`config.mk`:
```
export PLATFORM = sky130hd
export DESIGN_NAME = pipe_stage_buf
export DESIGN_NICKNAME = d
export VERILOG_FILES = /design/src/rtl/cpu_pipe_pkg.sv /design/src/rtl/pipe_sat_cnt.sv /design/src/rtl/pipe_stage_buf.sv
export SDC_FILE = /design/constraint.sdc
export NUM_CORES = 1
export LEC_CHECK = 0
export ABC_AREA = 1
export CORE_UTILIZATION = 33
export DETAILED_ROUTE_END_ITERATION = 12
export DONT_BUFFER_PORTS = 1
export GPL_TIMING_DRIVEN = 0
export PLACE_DENSITY = 0.54
export SLEW_MARGIN = 20
export SYNTH_ARGS = -nofsm -noshare
export SYNTH_HDL_FRONTEND = slang
export SYNTH_SLANG_ARGS = --single-unit
```
`constraint.sdc`:
```
create_clock -name clk_i -period 1.4 [get_ports clk_i]
set_input_delay 0.28 -clock clk_i [delete_from_list [all_inputs] [get_ports clk_i]]
set_output_delay 0.28 -clock clk_i [all_outputs]
set_load 0.02 [all_outputs]
```
`src/rtl/cpu_pipe_pkg.sv`:
```
// ============================================================================
// cpu_pipe_pkg : shared widths and helpers for CPU pipeline-stage buffers
// Revision     : 1.0
// ============================================================================
`default_nettype none

package cpu_pipe_pkg;

  localparam int PC_W      = 32;
  localparam int INST_W    = 32;
  localparam int IFID_W    = PC_W + INST_W;
  localparam int DEF_CNT_W = 16;

  // Ceiling log2, usable in constant expressions (clog2(1) = 0).
  function automatic int clog2(input int value);
    int r;
    r = 0;
    while ((1 << r) < value) begin
      r = r + 1;
    end
    return r;
  endfunction

endpackage

`default_nettype wire

```
`src/rtl/pipe_sat_cnt.sv`:
```
// ============================================================================
// pipe_sat_cnt : enable-driven up-counter that sticks at all-ones
// Revision     : 1.0
// ============================================================================
`default_nettype none

module pipe_sat_cnt #(
  parameter int W = 16
) (
  input  logic         clk_i,
  input  logic         rst_i,
  input  logic         i_en,
  output logic [W-1:0] o_cnt
);

  logic [W-1:0] r_cnt;

  always_ff @(posedge clk_i or negedge rst_i) begin
    if (!rst_i) begin
      r_cnt <= '0;
    end else if (i_en && (r_cnt != {W{1'b1}})) begin
      r_cnt <= r_cnt + 1'b1;
    end
  end

  assign o_cnt = r_cnt;

endmodule

`default_nettype wire

```
`src/rtl/pipe_stage_buf.sv`:
```
// ============================================================================
// pipe_stage_buf : elastic DEPTH-entry pipeline register with stall/flush
// Revision       : 1.0
// ============================================================================
`default_nettype none

module pipe_stage_buf
  import cpu_pipe_pkg::*;
#(
  parameter int DATA_W = IFID_W,
  parameter int DEPTH  = 2,
  parameter int CNT_W  = DEF_CNT_W
) (
  input  logic                        clk_i,
  input  logic                        rst_i,
  input  logic                        valid_i,
  output logic                        ready_o,
  input  logic [DATA_W-1:0]           data_i,
  output logic                        valid_o,
  input  logic                        ready_i,
  output logic [DATA_W-1:0]           data_o,
  input  logic                        stall_i,
  input  logic                        flush_i,
  output logic [clog2(DEPTH+1)-1:0]   count_o,
  output logic [CNT_W-1:0]            stall_cnt_o,
  output logic [CNT_W-1:0]            bubble_cnt_o
);

  localparam int OCC_W = clog2(DEPTH + 1);
  localparam int PTR_W = (DEPTH > 1) ? clog2(DEPTH) : 1;

  localparam logic [PTR_W-1:0] C_LAST_PTR = PTR_W'(DEPTH - 1);
  localparam logic [OCC_W-1:0] C_FULL     = OCC_W'(DEPTH);

  logic [DATA_W-1:0] r_mem [DEPTH];
  logic [PTR_W-1:0]  r_rd_ptr;
  logic [PTR_W-1:0]  r_wr_ptr;
  logic [OCC_W-1:0]  r_count;

  logic              w_full;
  logic              w_empty;
  logic              w_ready;
  logic              w_valid;
  logic              w_push;
  logic              w_pop;
  logic [PTR_W-1:0]  w_rd_ptr_nxt;
  logic [PTR_W-1:0]  w_wr_ptr_nxt;
  logic              w_bubble;

  assign w_full  = (r_count == C_FULL);
  assign w_empty = (r_count == '0);

  // Handshake depends only on local state and control, never on ready_i.
  assign w_ready = !w_full  && !stall_i && !flush_i;
  assign w_valid = !w_empty && !stall_i && !flush_i;
  assign w_push  = valid_i && w_ready;
  assign w_pop   = w_valid && ready_i;

  // Explicit wrap keeps non-power-of-2 depths correct.
  assign w_rd_ptr_nxt = (r_rd_ptr == C_LAST_PTR) ? '0 : r_rd_ptr + 1'b1;
  assign w_wr_ptr_nxt = (r_wr_ptr == C_LAST_PTR) ? '0 : r_wr_ptr + 1'b1;

  always_ff @(posedge clk_i or negedge rst_i) begin
    if (!rst_i) begin
      r_rd_ptr <= '0;
      r_wr_ptr <= '0;
      r_count  <= '0;
      for (int i = 0; i < DEPTH; i++) begin
        r_mem[i] <= '0;
      end
    end else if (flush_i) begin
      r_rd_ptr <= '0;
      r_wr_ptr <= '0;
      r_count  <= '0;
    end else begin
      if (w_push) begin
        r_mem[r_wr_ptr] <= data_i;
        r_wr_ptr        <= w_wr_ptr_nxt;
      end
      if (w_pop) begin
        r_rd_ptr <= w_rd_ptr_nxt;
      end
      case ({w_push, w_pop})
        2'b10:   r_count <= r_count + 1'b1;
        2'b01:   r_count <= r_count - 1'b1;
        default: r_count <= r_count;
      endcase
    end
  end

  assign ready_o = w_ready;
  assign valid_o = w_valid;
  assign data_o  = r_mem[r_rd_ptr];
  assign count_o = r_count;

  assign w_bubble = ready_i && !w_valid;

  pipe_sat_cnt #(.W(CNT_W)) u_stall_cnt (
    .clk_i (clk_i),
    .rst_i (rst_i),
    .i_en  (stall_i),
    .o_cnt (stall_cnt_o)
  );

  pipe_sat_cnt #(.W(CNT_W)) u_bubble_cnt (
    .clk_i (clk_i),
    .rst_i (rst_i),
    .i_en  (w_bubble),
    .o_cnt (bubble_cnt_o)
  );

endmodule

`default_nettype wire
```
==> impl_metrics.env, run 1 <==
export IMPL_hp_class="input port to async pin"
export IMPL_max_stage_delay_ns=0.44
export IMPL_viasPerCell=4.82
export IMPL_portBuffers=0
export IMPL_wl_per_cell_um=17.8
export IMPL_fin_crit_sh_pct=128
export IMPL_crit_type="flip-flop to primary output"
export IMPL_holdWs_ns=-0.446
export IMPL_syn_avg_cell_area_um2=9.54
export IMPL_drc_errors=0
export IMPL_tightest_slew_ns=0.434
export IMPL_drtIter0Drc=302
export IMPL_slowest_stage="dfrtp_2"
export IMPL_placed_area_um2=8790
export IMPL_cts_hold_buffers=2
export IMPL_ant_nets=0
export IMPL_clk_pin_slew_ns=0.07
export IMPL_syn_inst=874
export IMPL_final_max_slew_viol_count=0
export IMPL_route_vias_total=6234
export IMPL_design_die_area_um2=25900
export IMPL_synth_area_um2=8340
export IMPL_synthesis_nets=946
export IMPL_cts_max_level=4
export IMPL_drt_pass1_iterations=5
export IMPL_yosys_warnings=0
export IMPL_start_util_pct=34.0
export IMPL_row_count=57
export IMPL_cp_data_arrival_time_ns=1.51
export IMPL_mostFrequentLayoutCells="136 x dfrtp_1, 132 x o21ai_2, 122 x nand2_1, 92 x inv_1, 83 x nand2_4"
export IMPL_drt_wl_total_mm=23.0
export IMPL_syn_to_final_growth_pct=42.7
export IMPL_ir_worst_vdd_uv=733
export IMPL_cts_buffers=17
export IMPL_place_congestion=0.758
export IMPL_worstSkewPairLatency_ns=0.42
export IMPL_io_pins=170
export IMPL_coreArea_um2=24500
export IMPL_fmax_ghz=0.557
export IMPL_rsz0062_at_grt="yes"
export IMPL_fin_nets=1027
export IMPL_seq_area_frac_synth_pct=49.2
export IMPL_finalWorstSetupSlack_ns=-0.394
export IMPL_start_kind="flip-flop"
export IMPL_synth_cell_types=24
export IMPL_seq_area_um2=4140
export IMPL_die_w_um=161
export IMPL_outcome="complete, but fails checks"
export IMPL_power_density_nw_per_um2=1780
export IMPL_required_ns=1.12
export IMPL_cts_root_buf="clkbuf_16"
export IMPL_finClkSkew_ns=0.0105
export IMPL_stdcell_area_um2=11900
export IMPL_critPathTopFamily="flip-flops"
export IMPL_crit_chain="buf_12, buf_12, mux2_4"
export IMPL_ys_ff_latch=164
export IMPL_cts_tree="built"
export IMPL_die_h_um=161
export IMPL_track_usage_pct=18.3
export IMPL_multi_input_area_um2=4600
export IMPL_grt_overflow=0
export IMPL_grt_start_max_net_pins=165
export IMPL_antenna_found_initial=1
export IMPL_dp_hpwl_mm=13.4
export IMPL_slew_headroom_pct=71.1
export IMPL_hold_violations=164
export IMPL_cts_max_path_buffers=2
export IMPL_critical_path_max_fanout=10
export IMPL_cap_violations=0
export IMPL_p_leak_nw=5.50
export IMPL_violations="negative hold slack, negative setup slack"
export IMPL_fillers=2272
export IMPL_clock_sinks=164
export IMPL_fin_util_pct=48.5
export IMPL_setup_viol=229
export IMPL_grt_pass1_wl_mm=36.9
export IMPL_end_kind="primary output"
export IMPL_final_common_cell="dfrtp_1"
export IMPL_grt_pass1_vias=6452
export IMPL_drive_gt1_share_pct=53.6
export IMPL_critPathBufInv=2
export IMPL_cp_common_cell="buf_12"
export IMPL_min_period_ns=1.79
==> cell usage after synthesis <==
cell type / number / area (um^2)
nand2_1: 246 / 923
dfrtp_1: 164 / 4100
o21ai_2: 120 / 1050
inv_1: 97 / 364
mux2_2: 64 / 721
nand3_1: 34 / 170
nor2_1: 34 / 128
buf_6: 27 / 304
o21ai_1: 17 / 85.1
xor2_1: 15 / 131
buf_2: 13 / 65.1
o21ai_0: 13 / 65.1
nand4_1: 9 / 56.3
nand2_2: 7 / 43.8
ha_1: 2 / 25.0
inv_2: 2 / 7.51
nand2_4: 2 / 22.5
nor2_4: 2 / 22.5
a21boi_2: 1 / 11.3
buf_4: 1 / 7.51
clkbuf_1: 1 / 3.75
nand3_2: 1 / 10.0
nand3b_1: 1 / 7.51
nor2_2: 1 / 6.26
==> metrics by stage <==
step / setup TNS (ns) / power (mW) / std cells / worst slack [ns]
floorplan: -0.410 / 12.8 / 874 / -0.0491
global placement: -32.20 / 13.7 / 1198 / -0.265
detailed placement: -35.18 / 13.9 / 1198 / -0.295
CTS: -69.09 / 20.9 / 1290 / -0.418
global route: -78.32 / 22.4 / 1292 / -0.438
finish: -63.06 / 21.2 / 1293 / -0.394
==> kinds of logic (layout without fill, tap and decap cells) <==
kind of cell	after synthesis	after routing	share of synthesized area (%)
AO/OA/AOI/OAI	151	151	14.5
multiplexers	64	64	8.65
XOR/XNOR	15	15	1.58
flip-flops	164	164	49.2
AND/OR/NAND/NOR	337	337	16.7
adder cells (fa/ha/maj)	2	2	0.300
other	0	1	0
buffers and inverters	141	235	9.02
==> power by group <==
part | switching (mW) | leakage [nW] | internal [mW]
logic | 3.94 | 3.16 | 3.88
clock network | 2.18 | 0.272 | 2.51
registers | 2.12 | 2.07 | 6.58
total | 8.23 | 5.50 | 13.0
==> path summary, 6_finish.rpt <==
path / cells after the start / to / slack, ns / from
min: 0 / r_mem[26]$_DFFE_PN0P_ / -0.45 / rst_i
min reg2reg: 2 / r_mem[82]$_DFFE_PN0P_ / 0.48 / r_mem[82]$_DFFE_PN0P_
max: 3 / data_o[48] / -0.39 / r_rd_ptr$_DFFE_PN0P_
max in group asynchronous: 0 / u_bubble_cnt.o_cnt[7]$_DFFE_PN0P_ / 1.57 / rst_i
min in group clk_i: 2 / r_mem[121]$_DFFE_PN0P_ / 0.02 / data_i[57]
max reg2reg: 12 / r_mem[62]$_DFFE_PN0P_ / -0.36 / count_o[0]$_DFFE_PN0P_
==> state kept, by name (all words and copies together), names as in the netlist <==
register	flops
r_rd_ptr	1
u_stall_cnt.o_cnt	16
r_mem	128
count_o	2
r_wr_ptr	1
u_bubble_cnt.o_cnt	16
==> final cells by class <==
cell class / instances / share of cell area (%)
Sequential cell: 164 / 34.8
Multi-Input combinational cell: 569 / 38.7
Buffer: 40 / 5.70
Clock buffer: 18 / 3.61
Tap cell: 324 / 3.41
Antenna cell: 1 / 0.0210
Timing Repair Buffer: 64 / 9.35
Inverter: 99 / 3.21
Clock inverter: 14 / 1.19
==> layer usage <==
layer  track usage, %  wire length, um
met5                0                0
met2             30.3            11500
met4             3.77              165
met3             4.29              958
met1             24.2            10400
==> worst reg2reg max path, cell delays in order (launching register included) <==
cell     delay, ns
dfrtp_2       0.47
inv_2         0.07
nand2_2       0.09
nand2_4       0.07
nor2_4        0.16
buf_6         0.13
nand2_4       0.06
buf_8         0.14
buf_12        0.15
buf_6         0.13
buf_6         0.11
nand2_2       0.05
o21ai_2       0.05
==> what timing repair did <==
action / CTS / global route
resized for setup: 351 / 108
pin swaps: 22 / 16
buffers inserted: 33 / 9
endpoints found under the hold margin: 166 / 164
gates cloned: 26 / 2
endpoints found under the setup margin: 229 / 229
Note: power is estimated with default switching activity, not from simulation.
==> run 2: changes to the inputs <==
Settings changed: SETUP_SLACK_MARGIN from default to 0.5.
==> impl_metrics.env, run 2 (synthesis gave the netlist of run 1 again) <==
export IMPL_rr_endpoint="r_mem[44]$_DFFE_PN0P_"
export IMPL_top_register="r_mem"
export IMPL_rrSetupSlack_ns=-0.34
export IMPL_cts_hold_buffers=5
export IMPL_crit_chain="buf_12, buf_12, mux2_4"
export IMPL_die_h_um=161
export IMPL_row_count=57
export IMPL_path_depth=3
export IMPL_outcome="complete, but fails checks"
export IMPL_power_share_switching_pct=37.8
export IMPL_ant_nets=0
export IMPL_slowest_stage="dfrtp_2"
export IMPL_cp_data_arrival_time_ns=1.52
export IMPL_antenna_found_initial=0
export IMPL_grt_pass1_vias=6344
export IMPL_cts_max_level=4
export IMPL_clockPowerShare_pct=22.6
export IMPL_syn_to_final_growth_pct=51.1
export IMPL_critPathTopFamily="flip-flops"
export IMPL_end_kind="primary output"
export IMPL_final_max_slew_viol_count=0
export IMPL_rsz0062_at_grt="yes"
export IMPL_critPathBufInv=2
export IMPL_setup_viol=228
export IMPL_start_util_pct=34.0
export IMPL_holdWs_ns=-0.457
export IMPL_final_common_cell="o21ai_2"
export IMPL_p_leak_nw=5.79
export IMPL_violations="negative hold slack, negative setup slack"
export IMPL_place_congestion=0.778
export IMPL_coreArea_um2=24500
export IMPL_wl_per_cell_um=17.7
export IMPL_required_ns=1.12
export IMPL_route_vias_total=6204
export IMPL_hold_violations=164
export IMPL_power_frac_seq_pct=39.8
export IMPL_fin_util_pct=51.4
export IMPL_cp_startpoint="r_rd_ptr$_DFFE_PN0P_"
export IMPL_fin_crit_sh_pct=128
export IMPL_drive_gt1_share_pct=59.1
export IMPL_cp_common_cell="buf_12"
export IMPL_grt_start_max_net_pins=165
export IMPL_start_kind="flip-flop"
export IMPL_grt_overflow=0
export IMPL_track_usage_pct=18.2
export IMPL_largest_reg_flops=128
export IMPL_clock_sinks=164
export IMPL_portBuffers=0
export IMPL_worstSkewPairLatency_ns=0.42
export IMPL_cts_max_path_buffers=2
export IMPL_power_density_nw_per_um2=1760
export IMPL_clk_pin_slew_ns=0.07
export IMPL_mostFrequentLayoutCells="133 x o21ai_2, 129 x dfrtp_1, 99 x nand2_4, 92 x inv_1, 79 x nand2_1"
export IMPL_intPower_mw=13.8
export IMPL_drt_wl_total_mm=23.1
export IMPL_p_sw_mw=8.39
export IMPL_die_w_um=161
export IMPL_design_die_area_um2=25900
export IMPL_fin_nets=1042
export IMPL_antenna_cells=0
export IMPL_fmax_ghz=0.557
export IMPL_io_pins=170
export IMPL_hp_class="input port to async pin"
export IMPL_finClkSkew_ns=0.0122
export IMPL_crit_type="flip-flop to primary output"
export IMPL_endpoint="data_o[60]"
export IMPL_reg2reg_depth=11
export IMPL_drtIter0Drc=293
export IMPL_cap_violations=0
export IMPL_drc_errors=0
export IMPL_cts_tree="built"
export IMPL_tightest_slew_ns=0.304
export IMPL_min_period_ns=1.80
export IMPL_dp_hpwl_mm=13.7
export IMPL_power_frac_comb_pct=37.6
export IMPL_critical_path_max_fanout=9
export IMPL_ir_worst_vdd_uv=653
export IMPL_grt_pass1_wl_mm=36.3
export IMPL_drt_pass1_iterations=5
export IMPL_cts_root_buf="clkbuf_16"
export IMPL_viasPerCell=4.75
export IMPL_finalWorstSetupSlack_ns=-0.396
export IMPL_timing_rr_start="count_o[0]$_DFFE_PN0P_"
export IMPL_slew_headroom_pct=79.7
export IMPL_max_stage_delay_ns=0.43
export IMPL_cts_buffers=17
## run 2: cell types whose count changed in the layout (fill, tap and decap cells not counted), moves of 4 or more
cell / before / now
mux2_4: 43 / 64
nand2_2: 46 / 74
buf_16: 20 / 28
buf_4: 15 / 10
dfrtp_1: 136 / 129
buf_12: 34 / 43
nand2_1: 122 / 79
dfrtp_2: 28 / 35
buf_6: 21 / 25
nand2_4: 83 / 99
buf_8: 9 / 4
mux2_2: 21 / 0
## run 2: metal layers
layer | vias up | global-route usage (%) | routed length (um)
met4 | 0 | 4.46 | 204
li1 | 3029 | - | -
met5 | - | 0 | 0
met3 | 15 | 4.26 | 1070
met1 | 3027 | 24.3 | 10400
met2 | 133 | 29.8 | 11500
## run 2: worst min path at each step
stage / endpoint / cells past startpoint / startpoint / slack, ns
final: r_mem[87]$_DFFE_PN0P_ / 0 / rst_i / -0.46
after global routing: r_mem[87]$_DFFE_PN0P_ / 0 / rst_i / -0.49
after CTS: r_mem[87]$_DFFE_PN0P_ / 0 / rst_i / -0.48
after detailed placement: r_mem[87]$_DFFE_PN0P_ / 0 / rst_i / -0.01
after global placement: r_mem[87]$_DFFE_PN0P_ / 0 / rst_i / -0.01
after floorplan: count_o[0]$_DFFE_PN0P_ / 0 / rst_i / -0.02
## run 2: final cells by class
cell class | instances | area [um^2]
inverter | 99 | 387
tap | 324 | 405
clock inverter | 14 | 188
sequential | 164 | 4150
timing repair buffer | 77 | 1400
buffer | 42 | 781
multi-input combinational | 569 | 4850
clock buffer | 18 | 439
fill | 2153 | 11900
## run 2: metrics by stage
step                setup WS, ns  power, mW  cells  area [um^2]  TNS, ns
floorplan                -0.0453       14.0    874         9070    -2.44
global placement          -0.257       15.0   1198         9480   -32.69
detailed placement        -0.284       15.2   1198         9480   -32.74
CTS                       -0.430       21.6   1300        12000   -63.21
global route              -0.446       23.4   1307        12600   -79.29
finish                    -0.396       22.2   1307        12600   -64.48
## run 2: timing repair
action                                 in CTS  in global routing
gates cloned                               30                  3
gates resized for setup                   226                108
endpoints found under the hold margin     169                164
buffers inserted                           35                  4
setup endpoints to repair                 264                264
pin swaps                                  21                  6
## run 2: worst reg2reg max path, delay by kind of cell (launching register included)
| kind | cells | cell delay [ns] |
|---|---|---|
| AOI/OAI and AO/OA | 1 | 0.10 |
| and+or+nand+nor | 4 | 0.34 |
| buffers and inverters | 6 | 0.77 |
| DFF | 1 | 0.48 |
## run 2: power by group through the flow
stage	Combinational, mW	Sequential, mW	Clock, mW
after floorplan	5.98	8.07	0
after global placement	6.63	8.39	0
after detailed placement	6.74	8.43	0
after CTS	7.87	8.58	5.18
after global routing	8.99	9.09	5.36
final	8.35	8.85	5.02
